<file path="src/rtl/main_control_fsm_if.sv">
// rtl/main_control_fsm_if.sv - instruction/memory handshake and control outputs of main_control_fsm
// The mem_err member exists only when MEM_TIMEOUT_EN is defined.
interface main_control_fsm_if;
    logic       instr_valid;
    logic [5:0] opcode;
    logic [5:0] funct;
    logic       mem_ready;
    logic       instr_ready;
    logic [1:0] ALUOp;
    logic [5:0] Function;
    logic       RegWrite;
    logic       MemRead;
    logic       MemWrite;
    logic       Branch;
    logic       Jump;
    logic       done;
    logic       illegal_op;
`ifdef MEM_TIMEOUT_EN
    logic       mem_err;

    modport master (
        output instr_valid, opcode, funct, mem_ready,
        input  instr_ready, ALUOp, Function, RegWrite, MemRead, MemWrite,
               Branch, Jump, done, illegal_op, mem_err
    );
    modport slave (
        input  instr_valid, opcode, funct, mem_ready,
        output instr_ready, ALUOp, Function, RegWrite, MemRead, MemWrite,
               Branch, Jump, done, illegal_op, mem_err
    );
`else
    modport master (
        output instr_valid, opcode, funct, mem_ready,
        input  instr_ready, ALUOp, Function, RegWrite, MemRead, MemWrite,
               Branch, Jump, done, illegal_op
    );
    modport slave (
        input  instr_valid, opcode, funct, mem_ready,
        output instr_ready, ALUOp, Function, RegWrite, MemRead, MemWrite,
               Branch, Jump, done, illegal_op
    );
`endif
endinterface

</file>
<file path="src/rtl/main_control_fsm.sv">
// rtl/main_control_fsm.sv - 5-state multicycle main control FSM (IDLE/DECODE/EXEC/MEM/WB)
// Optional MEM-state timeout with sticky mem_err when MEM_TIMEOUT_EN is defined.
module main_control_fsm (
    input logic              clk,
    input logic              reset,
    main_control_fsm_if.slave bus
);
    localparam logic [2:0] S_IDLE   = 3'd0;
    localparam logic [2:0] S_DECODE = 3'd1;
    localparam logic [2:0] S_EXEC   = 3'd2;
    localparam logic [2:0] S_MEM    = 3'd3;
    localparam logic [2:0] S_WB     = 3'd4;

    localparam logic [2:0] K_R   = 3'd0;
    localparam logic [2:0] K_LW  = 3'd1;
    localparam logic [2:0] K_SW  = 3'd2;
    localparam logic [2:0] K_BNE = 3'd3;
    localparam logic [2:0] K_J   = 3'd4;
    localparam logic [2:0] K_ILL = 3'd5;

    logic [2:0] state;
    logic [2:0] kind;
    logic [1:0] alu_op;
    logic [5:0] func_q;
    logic [2:0] new_kind;
    logic [1:0] new_alu_op;
    logic       timeout_hit;

    // Classify the incoming opcode; only sampled on acceptance in IDLE.
    always_comb begin
        new_kind   = K_ILL;
        new_alu_op = 2'b00;
        case (bus.opcode)
            6'b000000: begin new_kind = K_R;   new_alu_op = 2'b10; end
            6'b100011: begin new_kind = K_LW;  new_alu_op = 2'b01; end
            6'b101011: begin new_kind = K_SW;  new_alu_op = 2'b01; end
            6'b000101: begin new_kind = K_BNE; new_alu_op = 2'b11; end
            6'b000010: begin new_kind = K_J;   new_alu_op = 2'b00; end
            default:   begin new_kind = K_ILL; new_alu_op = 2'b00; end
        endcase
    end

`ifdef MEM_TIMEOUT_EN
    logic [3:0] wait_cnt;
    logic       mem_err_q;

    // The 16th consecutive not-ready MEM cycle is the one seen with wait_cnt at 15.
    assign timeout_hit = (state == S_MEM) && !bus.mem_ready && (wait_cnt == 4'hF);
    assign bus.mem_err = mem_err_q;

    always_ff @(posedge clk) begin
        if (reset) begin
            wait_cnt  <= 4'd0;
            mem_err_q <= 1'b0;
        end else if (state == S_EXEC) begin
            wait_cnt <= 4'd0;
        end else if (state == S_MEM && !bus.mem_ready) begin
            wait_cnt <= wait_cnt + 4'd1;
            if (wait_cnt == 4'hF) begin
                mem_err_q <= 1'b1;
            end
        end
    end
`else
    assign timeout_hit = 1'b0;
`endif

    always_ff @(posedge clk) begin
        if (reset) begin
            state  <= S_IDLE;
            kind   <= K_ILL;
            alu_op <= 2'b00;
            func_q <= 6'd0;
        end else begin
            case (state)
                S_IDLE: begin
                    if (bus.instr_valid) begin
                        state  <= S_DECODE;
                        kind   <= new_kind;
                        alu_op <= new_alu_op;
                        func_q <= bus.funct;
                    end
                end
                S_DECODE: begin
                    state <= (kind == K_ILL) ? S_IDLE : S_EXEC;
                end
                S_EXEC: begin
                    case (kind)
                        K_R:        state <= S_WB;
                        K_LW, K_SW: state <= S_MEM;
                        default:    state <= S_IDLE;
                    endcase
                end
                S_MEM: begin
                    if (bus.mem_ready) begin
                        state <= (kind == K_LW) ? S_WB : S_IDLE;
                    end else if (timeout_hit) begin
                        state <= S_IDLE;
                    end
                end
                S_WB: begin
                    state <= S_IDLE;
                end
                default: begin
                    state <= S_IDLE;
                end
            endcase
        end
    end

    // Strobes are gated by reset so an abandoned instruction never leaks a done pulse.
    logic in_mem_access;
    assign in_mem_access = (state == S_MEM) && !timeout_hit && !reset;

    assign bus.instr_ready = (state == S_IDLE) && !reset;
    assign bus.ALUOp       = alu_op;
    assign bus.Function    = func_q;
    assign bus.RegWrite    = (state == S_WB) && !reset;
    assign bus.MemRead     = in_mem_access && (kind == K_LW);
    assign bus.MemWrite    = in_mem_access && (kind == K_SW);
    assign bus.Branch      = (state == S_EXEC) && (kind == K_BNE) && !reset;
    assign bus.Jump        = (state == S_EXEC) && (kind == K_J) && !reset;
    assign bus.illegal_op  = (state == S_DECODE) && (kind == K_ILL) && !reset;
    assign bus.done        = !reset && ((state == S_WB)
                           || ((state == S_MEM) && (kind == K_SW) && bus.mem_ready)
                           || ((state == S_EXEC) && ((kind == K_BNE) || (kind == K_J))));
endmodule
</file>
<file path="src/flat_wrapper.sv">
// flat-port wrapper written by rule: the top's interface ports become plain ports
module main_control_fsm_flat 
  (clk, reset, bus_instr_valid, bus_opcode, bus_funct, bus_mem_ready, bus_instr_ready, bus_ALUOp, bus_Function, bus_RegWrite, bus_MemRead, bus_MemWrite, bus_Branch, bus_Jump, bus_done, bus_illegal_op);
  main_control_fsm_if bus_i ();
  input logic clk;
  input logic reset;
  input wire logic [$bits(bus_i.instr_valid)-1:0] bus_instr_valid;
  input wire logic [$bits(bus_i.opcode)-1:0] bus_opcode;
  input wire logic [$bits(bus_i.funct)-1:0] bus_funct;
  input wire logic [$bits(bus_i.mem_ready)-1:0] bus_mem_ready;
  output wire logic [$bits(bus_i.instr_ready)-1:0] bus_instr_ready;
  output wire logic [$bits(bus_i.ALUOp)-1:0] bus_ALUOp;
  output wire logic [$bits(bus_i.Function)-1:0] bus_Function;
  output wire logic [$bits(bus_i.RegWrite)-1:0] bus_RegWrite;
  output wire logic [$bits(bus_i.MemRead)-1:0] bus_MemRead;
  output wire logic [$bits(bus_i.MemWrite)-1:0] bus_MemWrite;
  output wire logic [$bits(bus_i.Branch)-1:0] bus_Branch;
  output wire logic [$bits(bus_i.Jump)-1:0] bus_Jump;
  output wire logic [$bits(bus_i.done)-1:0] bus_done;
  output wire logic [$bits(bus_i.illegal_op)-1:0] bus_illegal_op;
  assign bus_i.instr_valid = bus_instr_valid;
  assign bus_i.opcode = bus_opcode;
  assign bus_i.funct = bus_funct;
  assign bus_i.mem_ready = bus_mem_ready;
  assign bus_instr_ready = bus_i.instr_ready;
  assign bus_ALUOp = bus_i.ALUOp;
  assign bus_Function = bus_i.Function;
  assign bus_RegWrite = bus_i.RegWrite;
  assign bus_MemRead = bus_i.MemRead;
  assign bus_MemWrite = bus_i.MemWrite;
  assign bus_Branch = bus_i.Branch;
  assign bus_Jump = bus_i.Jump;
  assign bus_done = bus_i.done;
  assign bus_illegal_op = bus_i.illegal_op;
  main_control_fsm u_core (.clk(clk), .reset(reset), .bus(bus_i));
endmodule
</file>
<file path="config.mk">
export PLATFORM = sky130hd
export DESIGN_NAME = main_control_fsm_flat
export DESIGN_NICKNAME = d
export VERILOG_FILES = /design/src/rtl/main_control_fsm_if.sv /design/src/rtl/main_control_fsm.sv /design/src/flat_wrapper.sv
export SDC_FILE = /design/constraint.sdc
export NUM_CORES = 1
export LEC_CHECK = 0
export CELL_PAD_IN_SITES_DETAIL_PLACEMENT = 0
export CELL_PAD_IN_SITES_GLOBAL_PLACEMENT = 1
export CORE_MARGIN = 4
export CORE_UTILIZATION = 30
export CTS_CLUSTER_DIAMETER = 120
export DETAILED_ROUTE_END_ITERATION = 6
export PLACE_DENSITY_LB_ADDON = 0.15
export SYNTH_ARGS = -nofsm -noshare
export SYNTH_HDL_FRONTEND = slang
export SYNTH_SLANG_ARGS = --single-unit
</file>
<file path="constraint.sdc">
create_clock -name clk -period 2 [get_ports clk]
set_clock_uncertainty 0.1 [all_clocks]
set_input_delay 0.4 -clock clk [delete_from_list [all_inputs] [get_ports clk]]
set_output_delay 0.4 -clock clk [all_outputs]
set_load 0.01 [all_outputs]
</file>
* Yosys cells after proc, flatten, opt, wreduce, memory -nomap -nowiden
Index checks and enable logic that the tools add are counted.
** Storage, ports and cells
- Output and inout port bits :: 16
- Input bits :: 16
- Logic and storage cells :: 53
- Flip-flop bits (word level) :: 14
** Operators by class
- Reduce and logical (&&, ||, !) cells :: 26
- Equal/unequal tests :: 15
- Mux-type cells :: 8
** Operator list (number)
- logical AND 1 bit :: 15
- case mux 3 bit (5 select lines) :: 1
- equality test 3 x 2 -> 1 bit (second input constant) :: 4
- equality test 6 bit (second input constant) :: 2
- case mux 3 bit (4 select lines) :: 1
- equality test 3 bit (second input constant) :: 3
- 2-to-1 mux 3 bit :: 3
- equality test 3 x 1 -> 1 bit (second input constant) :: 2
- equality test 6 x 2 -> 1 bit (second input constant) :: 1
- equality test 6 x 3 -> 1 bit (second input constant) :: 1
- logical NOT 3 bit :: 2
- logical NOT 6 bit :: 1
- case mux 2 bit (3 select lines) :: 1
- case mux 3 bit (2 select lines) :: 1
- != test 2 bit (second input constant) :: 2
- AND reduction 2 bit :: 2
- OR reduction 2 bit :: 2
- logical OR 1 bit :: 3
- 2-to-1 mux 2 bit :: 1
- logical NOT 1 bit :: 1

* Depth between registers and ports, before layout
Gate-level depths: netlist of run 1.
- Word-level depth :: 6
- Gate-level depth with buffers :: 6
- Mapped depth without buffers :: 3

* Least setup slack after synthesis of run 1
Ideal clock, no wire load.
- Path kind :: reg2out
- From :: register u_core.state[1]
- To :: output bus_Branch
- Slack :: 0.108 ns
- Arrival time :: 1.392 ns
- Cell stages (with the launch flop) :: 5
- Path buffers :: 1
- Data required time :: 1.500 ns
- Cells stage by stage :: dfxtp_1 -> buf_2 -> inv_1 -> or4_1 -> nor3_1
** Between the ends
- Longest elaborated chain between the ends :: 3
** Ends and longest elaborated chain
- from (decl) :: RTL line main_control_fsm.sv:21 : logic [2:0] state;
- from (signal assigned) :: RTL line main_control_fsm.sv:85 : state <= (kind == K_ILL) ? S_IDLE : S_EXEC;
- from (signal assigned) :: RTL line main_control_fsm.sv:96 : state <= (kind == K_LW) ? S_WB : S_IDLE;
- equality test 3 x 2 -> 1 bit :: RTL line main_control_fsm.sv:121 : assign bus.Branch = (state == S_EXEC) && (kind == K_BNE) && !reset;
- logical AND 1 bit (2 in a row) :: RTL line main_control_fsm.sv:121
- to (decl) :: RTL line flat_wrapper.sv:17 : output wire logic [$bits(bus_i.Branch)-1:0] bus_Branch;
No other way between the ends.

* Final worst setup path of run 1
- From :: register u_core.state[1]
- To :: output bus_Jump
** Between the ends
- Longest elaborated chain between the ends :: 3
** Ends and longest elaborated chain
- equality test 3 x 2 -> 1 bit :: RTL line main_control_fsm.sv:122 : assign bus.Jump = (state == S_EXEC) && (kind == K_J) && !reset;
- logical AND 1 bit (2 in a row) :: RTL line main_control_fsm.sv:122
- to (decl) :: RTL line flat_wrapper.sv:18 : output wire logic [$bits(bus_i.Jump)-1:0] bus_Jump;
No other way between the ends.

==> results of run 1 <==
==> area by class of cell <==
type                       instances  share of cell area, %
inverter                           1                  0.288
multi-input combinational         72                   40.0
tap                               30                   2.88
sequential                        14                   21.6
clock buffer                       4                   2.79
timing repair buffer              51                   32.5
==> timing repair <==
action | CTS | global route
hold buffers | 0 | 0
resized for setup | 23 | 16
setup endpoints to repair | 8 | 8
hold endpoints to repair | 0 | 0
pin swaps | 0 | 2
==> flip-flops by register name (all words and copies together), names as in the netlist <==
signal and count:
u_core.bus.ALUOp 2, u_core.bus.Function 6, u_core.kind 3, u_core.state 3
==> kinds of logic after synthesis <==
| kind of cell | Yosys count | synth area share, % |
|---|---|---|
| xor+xnor | 2 | 2.17 |
| flops | 14 | 34.7 |
| compound gates | 24 | 21.7 |
| simple gates | 46 | 34.2 |
| buf+inv | 11 | 7.27 |
==> worst max-delay path, cell delays in order, from the launching register on <==
cell and delay [ns]:
dfxtp_2 0.34, inv_2 0.04, or4_4 0.53, nor3_2 0.15
buf_2 0.14
==> through the flow <==
step	hold WS (ns)	setup slack (ns)	utilization [%]	setup TNS [ns]	power (mW)
2_1_floorplan	0.376	0.108	-	0	0.374
3_3_place_gp	0.342	-0.559	49.6	-4.65	0.462
3_5_place_dp	0.354	-0.605	49.6	-5.08	0.463
4_1_cts	0.367	-0.135	52.0	-0.265	0.678
5_1_grt	0.389	-0.0589	51.6	-0.133	0.711
6_report	0.357	0.0153	51.6	0	0.668
==> synth_stat cells (all sizes together), types with 2 or more instances <==
library cell / count / area, um^2
a21oi: 10 / 50.1
and3b: 2 / 17.5
buf: 4 / 32.5
clkbuf: 6 / 22.5
dfxtp: 14 / 280
nand2: 14 / 52.6
nand2b: 2 / 12.5
nand3: 2 / 10.0
nand3b: 2 / 15.0
nor3: 7 / 35.0
nor4b: 5 / 50.0
o21ai: 3 / 15.0
o21bai: 2 / 15.0
==> routing by layer <==
metal / vias to the layer above / track usage (%) / wire (um)
li1: 445 / - / -
met4: 0 / 2.85 / 18
met3: 2 / 5.40 / 157
met5: - / 0 / 0
met2: 20 / 22.8 / 1100
met1: 420 / 16.5 / 1030
==> where the power goes <==
part,internal [mW],switching [mW]
Sequential,0.291,0.00794
Combinational,0.0876,0.0726
Clock,0.111,0.0976
Total,0.490,0.178
==> worst paths after layout <==
path                                          start  slack, ns  depth (start not counted)                  end
worst min register to register  u_core.bus.ALUOp[1]       0.36                          2  u_core.bus.ALUOp[1]
worst max-delay path                u_core.state[1]       0.02                          4             bus_Jump
worst min-delay path            u_core.bus.ALUOp[1]       0.36                          2  u_core.bus.ALUOp[1]
worst max register to register      u_core.state[0]       0.20                          4       u_core.kind[0]
==> impl_results.md, run 1 <==
- DRT Wirelength: 2.30 mm
- Placed cell area: roughly 1300 um^2
- Antenna-violating nets left: 0
- WP data arrival: around 1.5 ns
- Post-Syn Nets: about 110
- GRT overflow: 0
- Clk pin slew, worst setup/hold paths: roughly 0.09 ns
- Multi-input logic area: 520 um^2
- Worst rel slew slack: between 70% and 80%
- Total area of sequential cells: about 280 um^2
- Die width: about 60 um
- Run status: finished, final reports clean
- Syn Std Cell Area: 808 um^2
- Num CTS Buffers: 3
- Fraction of layout cells with a size suffix above 1: between 30% and 40%
- Post-synth ARST share: 0%
- Avg Inst Size Synth: approximately 8.3 um^2
- Design Area, Final: about 1300 um^2
- Final Max Slew Viols: 0
- Register bit count reported by yosys: 14
- Vias per inst: 5.16
- Hold Vio Cnt, Final: 0
- Post-CTS Setup Bufs: 0
- Number of clock sinks: 14
- Num ports: 32
- Antenna cells: 0
- GPL Wtd Cong: 0.802
- Final worst-path cycle share: between 90% and 100%
- Critical path type: flip-flop to output pin
- Critical Path End Type: output pin
- 1st-pass router iterations: 4
- Cell Count, Final, Fillers Out: ~170
- Maximum number of pins on one net before global-route repair: 16
- Starting Density: between 30% and 40%
- DP Wirelength: approximately 1.7 mm
- Max Cap Violations: 0
- Max Buffers Root-to-Sink: 2
- Inst Count DP: approximately 170
- Initial antenna violation count: 0
- Drt wl/cell: 13.4 um
- Post-synth EDFFs: 0
- Critical Path Source Type: flip-flop
- Routed via count: around 890
- # DRC: 0
- Port Buffer Count: 31
- RSZ-0062 raised after global routing: yes
- Most common library cell in the layout ignoring fill and taps: clkdlybuf4s50_1
- Seq/Total Area, Yosys: a little over a third
- Total GRT Usage: 13.7%
- Yosys Warn Count: 0
- Vias in the first global route: approximately 850
- Max frequency: approximately 0.50 GHz
- CTS tree: done
- Most frequent cells in the layout: clkdlybuf4s50_1 (22), buf_4 (20), nand2_1 (14)
- Nets: approximately 160
- Drt first-iter violations: 8
- Final setup fails: 0
- Most used DFF post-synth: dfxtp_1
- Num rows: 18
- Pin slew with the least headroom to its limit: roughly 0.38 ns
- Crit path max fanout: 3
- P&R area growth vs syn: 61.1%
- Die Y: 59.9 um
- Worst hold-check path type: flip-flop to flip-flop
- Gate Count Post-Synth: slightly below 100
- PD cells: approximately 510 nW/um^2
- Worst EP required: roughly 1.5 ns
- Clock Root Buffer: clkbuf_4
- Filler cell count: approximately 260
- Worst-skew pair later-pin latency: approximately 0.28 ns
- Die area: roughly 3600 um^2
- Core area: roughly 2500 um^2
- Netlist cell types: 39
- H-tree depth: 1
- First-pass GRT wire length: 3.74 mm
- Clock period minus worst slack: just under 2 ns
- Worst IR drop on VDD: 0.000434 V
- Leakage: ~0.5 nW
Note: power is estimated with default switching activity, not from simulation.
==> run 2, diff against run 1 <==
CTS_BUF_LIST = sky130_fd_sc_hd__clkbuf_16   (was default)
MAX_ROUTING_LAYER = met4   (was default)
==> impl_results.md, run 2 (synthesis results as in run 1) <==
- Leakage: 0.529 nW
- Antenna cells: 0
- Num ports: 32
- Fraction of layout cells with a size suffix above 1: 29.6%
- Reg2reg end: u_core.kind[0]
- Hold Vio Cnt, Final: 0
- Port Buffer Count: 31
- Most frequent cells in the layout: clkdlybuf4s50_1 (22), buf_4 (20), nand2_1 (14)
- Clock share of power: 45.7%
- CTS tree: done
- Run status: finished, final reports clean
- Max reg flops: 6
- Reg2Reg Setup Slack: approximately 0.21 ns
- Antenna-violating nets left: 0
- Nets: 159
- HP Start: u_core.bus.ALUOp[1]
- PD cells: approximately 630 nW/um^2
- Die Y: between 50 and 60 um
- Total GRT Usage: roughly 15%
- Worst rel slew slack: around three quarters
- Maximum number of pins on one net before global-route repair: 16
- Crit path cell chain: inv_1 > or4_4 > o21ai_1 > clkbuf_2
- Worst hold-check path type: flip-flop to flip-flop
- Clock period minus worst slack: 1.95 ns
- GRT overflow: 0
- # DRC: 0
- First-pass GRT wire length: ~3.8 mm
- Number of clock sinks: 14
- Most common library cell in the layout ignoring fill and taps: clkdlybuf4s50_1
- DP Wirelength: 1.70 mm
- Final worst-path cycle share: 97.3%
- Max frequency: between 0.5 and 0.6 GHz
- Starting Density: about a third
- R2r startpoint: u_core.state[0]
- Design Area, Final: 1360 um^2
- Flop pwr share: 35.3%
- Tot Pwr: around 0.85 mW
- Clk pin slew, worst setup/hold paths: around 0.05 ns
- Die width: about 60 um
- Final setup fails: 0
- Critical path type: flip-flop to output pin
- Crit path max fanout: 3
- Gate power share: 19.1%
- Pin slew with the least headroom to its limit: about 0.38 ns
- Die area: about 3600 um^2
- Internal power: 0.646 mW
- Max Cap Violations: 0
- 1st-pass router iterations: 6
- Num rows: 18
- Critical Path End Type: output pin
- H-tree depth: 1
- GPL Wtd Cong: around 0.8
- Vias in the first global route: between 800 and 900
- Max Buffers Root-to-Sink: 2
- Routed via count: ~900
- Worst EP required: around 1.5 ns
- Placed cell area: 1250 um^2
- Critical Path Source Type: flip-flop
- Critical path depth: 4
- Final Max Slew Viols: 0
- Drt first-iter violations: 22
- Vias per inst: ~5.2
- Top cell family by delay on the critical path: simple AND/OR/NAND/NOR gates
- Buf/Inv on CP: 2
- Worst IR drop on VDD: 0.000608 V
- Sw Pwr: around 0.21 mW
- Max stage delay on crit path: between 0.5 and 0.6 ns
- R2r worst-path depth: 4
- CP max-delay cell: or4_4
- Critical path capture point: bus_done
- Worst-skew pair later-pin latency: ~0.25 ns
- Switch share: ~24%
- Core area: between 2000 and 3000 um^2
- P&R area growth vs syn: 68.7%
- Hold_buf cts: 0
- DRT Wirelength: between 2 and 2.5 mm
- CP startpoint: u_core.state[1]
- Clock Root Buffer: clkbuf_16
- Post-CTS Setup Bufs: 0
- Initial antenna violation count: 0
- Drt wl/cell: 14.1 um
- WP data arrival: roughly 1.5 ns
- Num CTS Buffers: 3
run 2: changes by cell type in the layout (fill, tap and decap cells not counted):
| cell | change |
|---|---|
| clkbuf_16 | +3 |
| clkbuf_4 | -3 |
| clkdlybuf4s15_1 | +2 |
| buf_2 | -1 |
| clkbuf_2 | -1 |
| clkbuf_8 | -1 |
| clkinv_1 | +1 |
| inv_1 | +1 |
| inv_2 | -1 |
| nor4b_2 | -1 |
| nor4b_4 | +1 |
run 2: cell type report:
cell class | count | area (um^2)
repair buffers | 51 | 433
multi-input cells | 72 | 529
flip-flops and latches | 14 | 282
clock inverters | 1 | 3.75
clock buffers | 3 | 75.1
well taps | 30 | 37.5
inverters | 1 | 3.75
fillers | 254 | 1160
run 2: worst min path at each step:
stage	end	slack, ns	depth (start not counted)
after floorplan	u_core.bus.ALUOp[1]	0.38	2
after global placement	u_core.bus.ALUOp[1]	0.34	2
after detailed placement	u_core.bus.ALUOp[1]	0.35	2
after CTS	u_core.bus.ALUOp[1]	0.36	2
after global routing	u_core.bus.ALUOp[1]	0.38	2
final	u_core.bus.ALUOp[1]	0.35	2
run 2: routing by layer:
layer | vias up | GRT usage, % | part of all wire [%]
met3 | 5 | 5.40 | 7.6
met5 | - | - | 0
met2 | 29 | 23.1 | 46
li1 | 444 | - | -
met1 | 423 | 17.1 | 44
met4 | 0 | 6.65 | 1.8
run 2: tightest hold or removal path, cell delays in order (launching register included):
cell	delay, ns
dfxtp_1	0.30
nand2_1	0.05
a21oi_1	0.05
run 2: through the flow:
step                      util (%)  setup WS (ns)  hold WS [ns]  setup TNS (ns)  std cells
after global placement        49.6         -0.559         0.342           -4.65        168
after CTS                     53.7        -0.0981         0.360          -0.191        172
final                         54.1         0.0536         0.352               0        172
after floorplan                  -          0.108         0.376               0         97
after detailed placement      49.6         -0.605         0.354           -5.08        168
after global routing          54.1        -0.0257         0.381         -0.0490        172
run 2: power groups by stage:
stage / logic, mW / registers, mW / clock network (mW)
final: 0.163 / 0.301 / 0.389
after global routing: 0.177 / 0.302 / 0.414
after floorplan: 0.0663 / 0.308 / 0
after global placement: 0.157 / 0.305 / 0
after detailed placement: 0.158 / 0.305 / 0
after CTS: 0.159 / 0.300 / 0.398
run 2: repair_timing:
item,4_1_cts,5_1_grt
pin swaps,0,1
gates resized for setup,21,15
gates cloned,0,0
endpoints found under the hold margin,0,0
endpoints found under the setup margin,8,7
==> run 3, diff against run 2 <==
PLACE_DENSITY = 0.74   (was default)
PLACE_DENSITY_LB_ADDON = default   (was 0.15)
SETUP_SLACK_MARGIN = 0.2   (was default)
==> impl_results.md, run 3 (synthesis results as in run 1) <==
- Worst hold-check path type: flip-flop to flip-flop
- Nets: 161
- DP Wirelength: about 1.7 mm
- Leakage: 0.544 nW
- Clk pin slew, worst setup/hold paths: around 0.05 ns
- Final hold slack: ~0.35 ns
- Run status: finished, final reports clean
- Hold Vio Cnt, Final: 0
- 1st-pass router iterations: 4
- Num ports: 32
- Num rows: 18
- DRT Wirelength: about 2.3 mm
- Routed via count: 907
- Final setup fails: 0
- Die width: ~60 um
- Critical path capture point: bus_Jump
- Drt first-iter violations: 21
- Fraction of layout cells with a size suffix above 1: around 36%
- Drt wl/cell: between 10 and 15 um
- R2r worst-path depth: 3
- PD cells: 614 nW/um^2
- RSZ-0062 raised after global routing: yes
- Core area: between 2000 and 3000 um^2
- Max Cap Violations: 0
- Design Area, Final: ~1400 um^2
- Pin slew with the least headroom to its limit: between 0.3 and 0.4 ns
- Most frequent cells in the layout: clkdlybuf4s50_1 (22), buf_4 (21), nand2_1 (14)
- Most common library cell in the layout ignoring fill and taps: clkdlybuf4s50_1
- Final worst-path cycle share: 97.2%
- Critical Path End Type: output pin
- First-pass GRT wire length: about 3.8 mm
- Tot Pwr: 0.858 mW
- Worst IR drop on VDD: around 0.00055 V
- Critical Path Source Type: flip-flop
- WP data arrival: roughly 1.4 ns
- P&R area growth vs syn: 72.9%
- Antenna-violating nets left: 0
- H-tree depth: 1
- Max frequency: around 0.51 GHz
- Crit path max fanout: 3
- Clock period minus worst slack: ~1.9 ns
- Critical path type: flip-flop to output pin
- R2r startpoint: u_core.state[0]
- Vias in the first global route: a little under 900
- GRT overflow: 0
- Placed cell area: ~1300 um^2
- Cell Count, Final, Fillers Out: between 150 and 200
- Final Max Slew Viols: 0
- Starting Density: between 30% and 40%
- Port Buffer Count: 31
- Clock Root Buffer: clkbuf_16
- Inst Count DP: about 170
- Worst rel slew slack: roughly 74%
- Num CTS Buffers: 3
- GPL Wtd Cong: 0.772
- # DRC: 0
- Maximum number of pins on one net before global-route repair: 14
- Initial antenna violation count: 0
- Max Buffers Root-to-Sink: 2
- Worst EP required: 1.50 ns
- Die Y: 59.9 um
- Antenna cells: 0
- Max reg flops: 6
- CP startpoint: u_core.state[1]
- Worst-skew pair later-pin latency: 0.25 ns
- Total GRT Usage: between 10 and 15%
- Reg2Reg Setup Slack: between 0.3 and 0.4 ns
- Number of clock sinks: 14
- Reg2reg end: u_core.kind[2]
- Vias per inst: around 5.2
- CTS tree: done
- Die area: 3590 um^2
- Hold_buf cts: 0
- TNS Setup: 0 ns
[run 3: changes by cell type in the layout (fill, tap and decap cells not counted), moves of 2 or more]
cell             before  now
buf_2                 2    8
clkdlybuf4s15_1       2    0
clkbuf_2              3    0
nor3_4                0    2
[run 3: critical path, stage by stage (launching register included)]
cell and delay (ns):
dfxtp_2 0.34, inv_2 0.04, or4_4 0.55, nor3_4 0.12, buf_2 0.15
[run 3: worst min-delay path by stage]
stage / start / end / slack [ns] / cells past startpoint
after global routing: u_core.bus.Function[5] / u_core.bus.Function[5] / 0.38 / 2
after detailed placement: u_core.bus.ALUOp[1] / u_core.bus.ALUOp[1] / 0.35 / 2
final: u_core.bus.ALUOp[1] / u_core.bus.ALUOp[1] / 0.35 / 2
after global placement: u_core.bus.Function[5] / u_core.bus.Function[5] / 0.34 / 2
after CTS: u_core.bus.Function[4] / u_core.bus.Function[4] / 0.35 / 2
after floorplan: u_core.bus.ALUOp[1] / u_core.bus.ALUOp[1] / 0.38 / 2
[run 3: report_power, final]
part / switching [mW] / internal (mW)
logic: 0.0744 / 0.0933
clock network: 0.126 / 0.265
registers: 0.00849 / 0.291
[run 3: layout make-up]
class	count	area (um^2)
Multi-Input combinational cell	72	554
Tap cell	30	37.5
Timing Repair Buffer	53	438
Fill cell	235	1120
Inverter	1	3.75
Clock inverter	1	3.75
Clock buffer	3	75.1
Sequential cell	14	285
[run 3: metrics by stage]
stage / utilization (%) / setup slack [ns]
global route: 55.4 / -0.00388
detailed placement: 50.8 / -0.614
finish: 55.4 / 0.0562
floorplan: - / 0.221
CTS: 54.6 / 0.0249
global placement: 50.8 / -0.540
[run 3: timing repair]
| item | 4_1_cts | 5_1_grt |
|---|---|---|
| endpoints found under the setup margin | 13 | 8 |
| setup buffers | 1 | 0 |
| pin swaps | 4 | 5 |
| gates cloned | 0 | 0 |
| resized for setup | 38 | 12 |
[run 3: per-layer routing]
metal / global-route usage [%] / vias up / share of wire (%) / wire length [um]
met5: - / - / 0 / 0
met2: 25.0 / 30 / 49 / 1140
met3: 5.18 / 5 / 7.3 / 170
met1: 15.0 / 419 / 42 / 963
li1: - / 453 / - / -
met4: 8.23 / 0 / 1.8 / 42
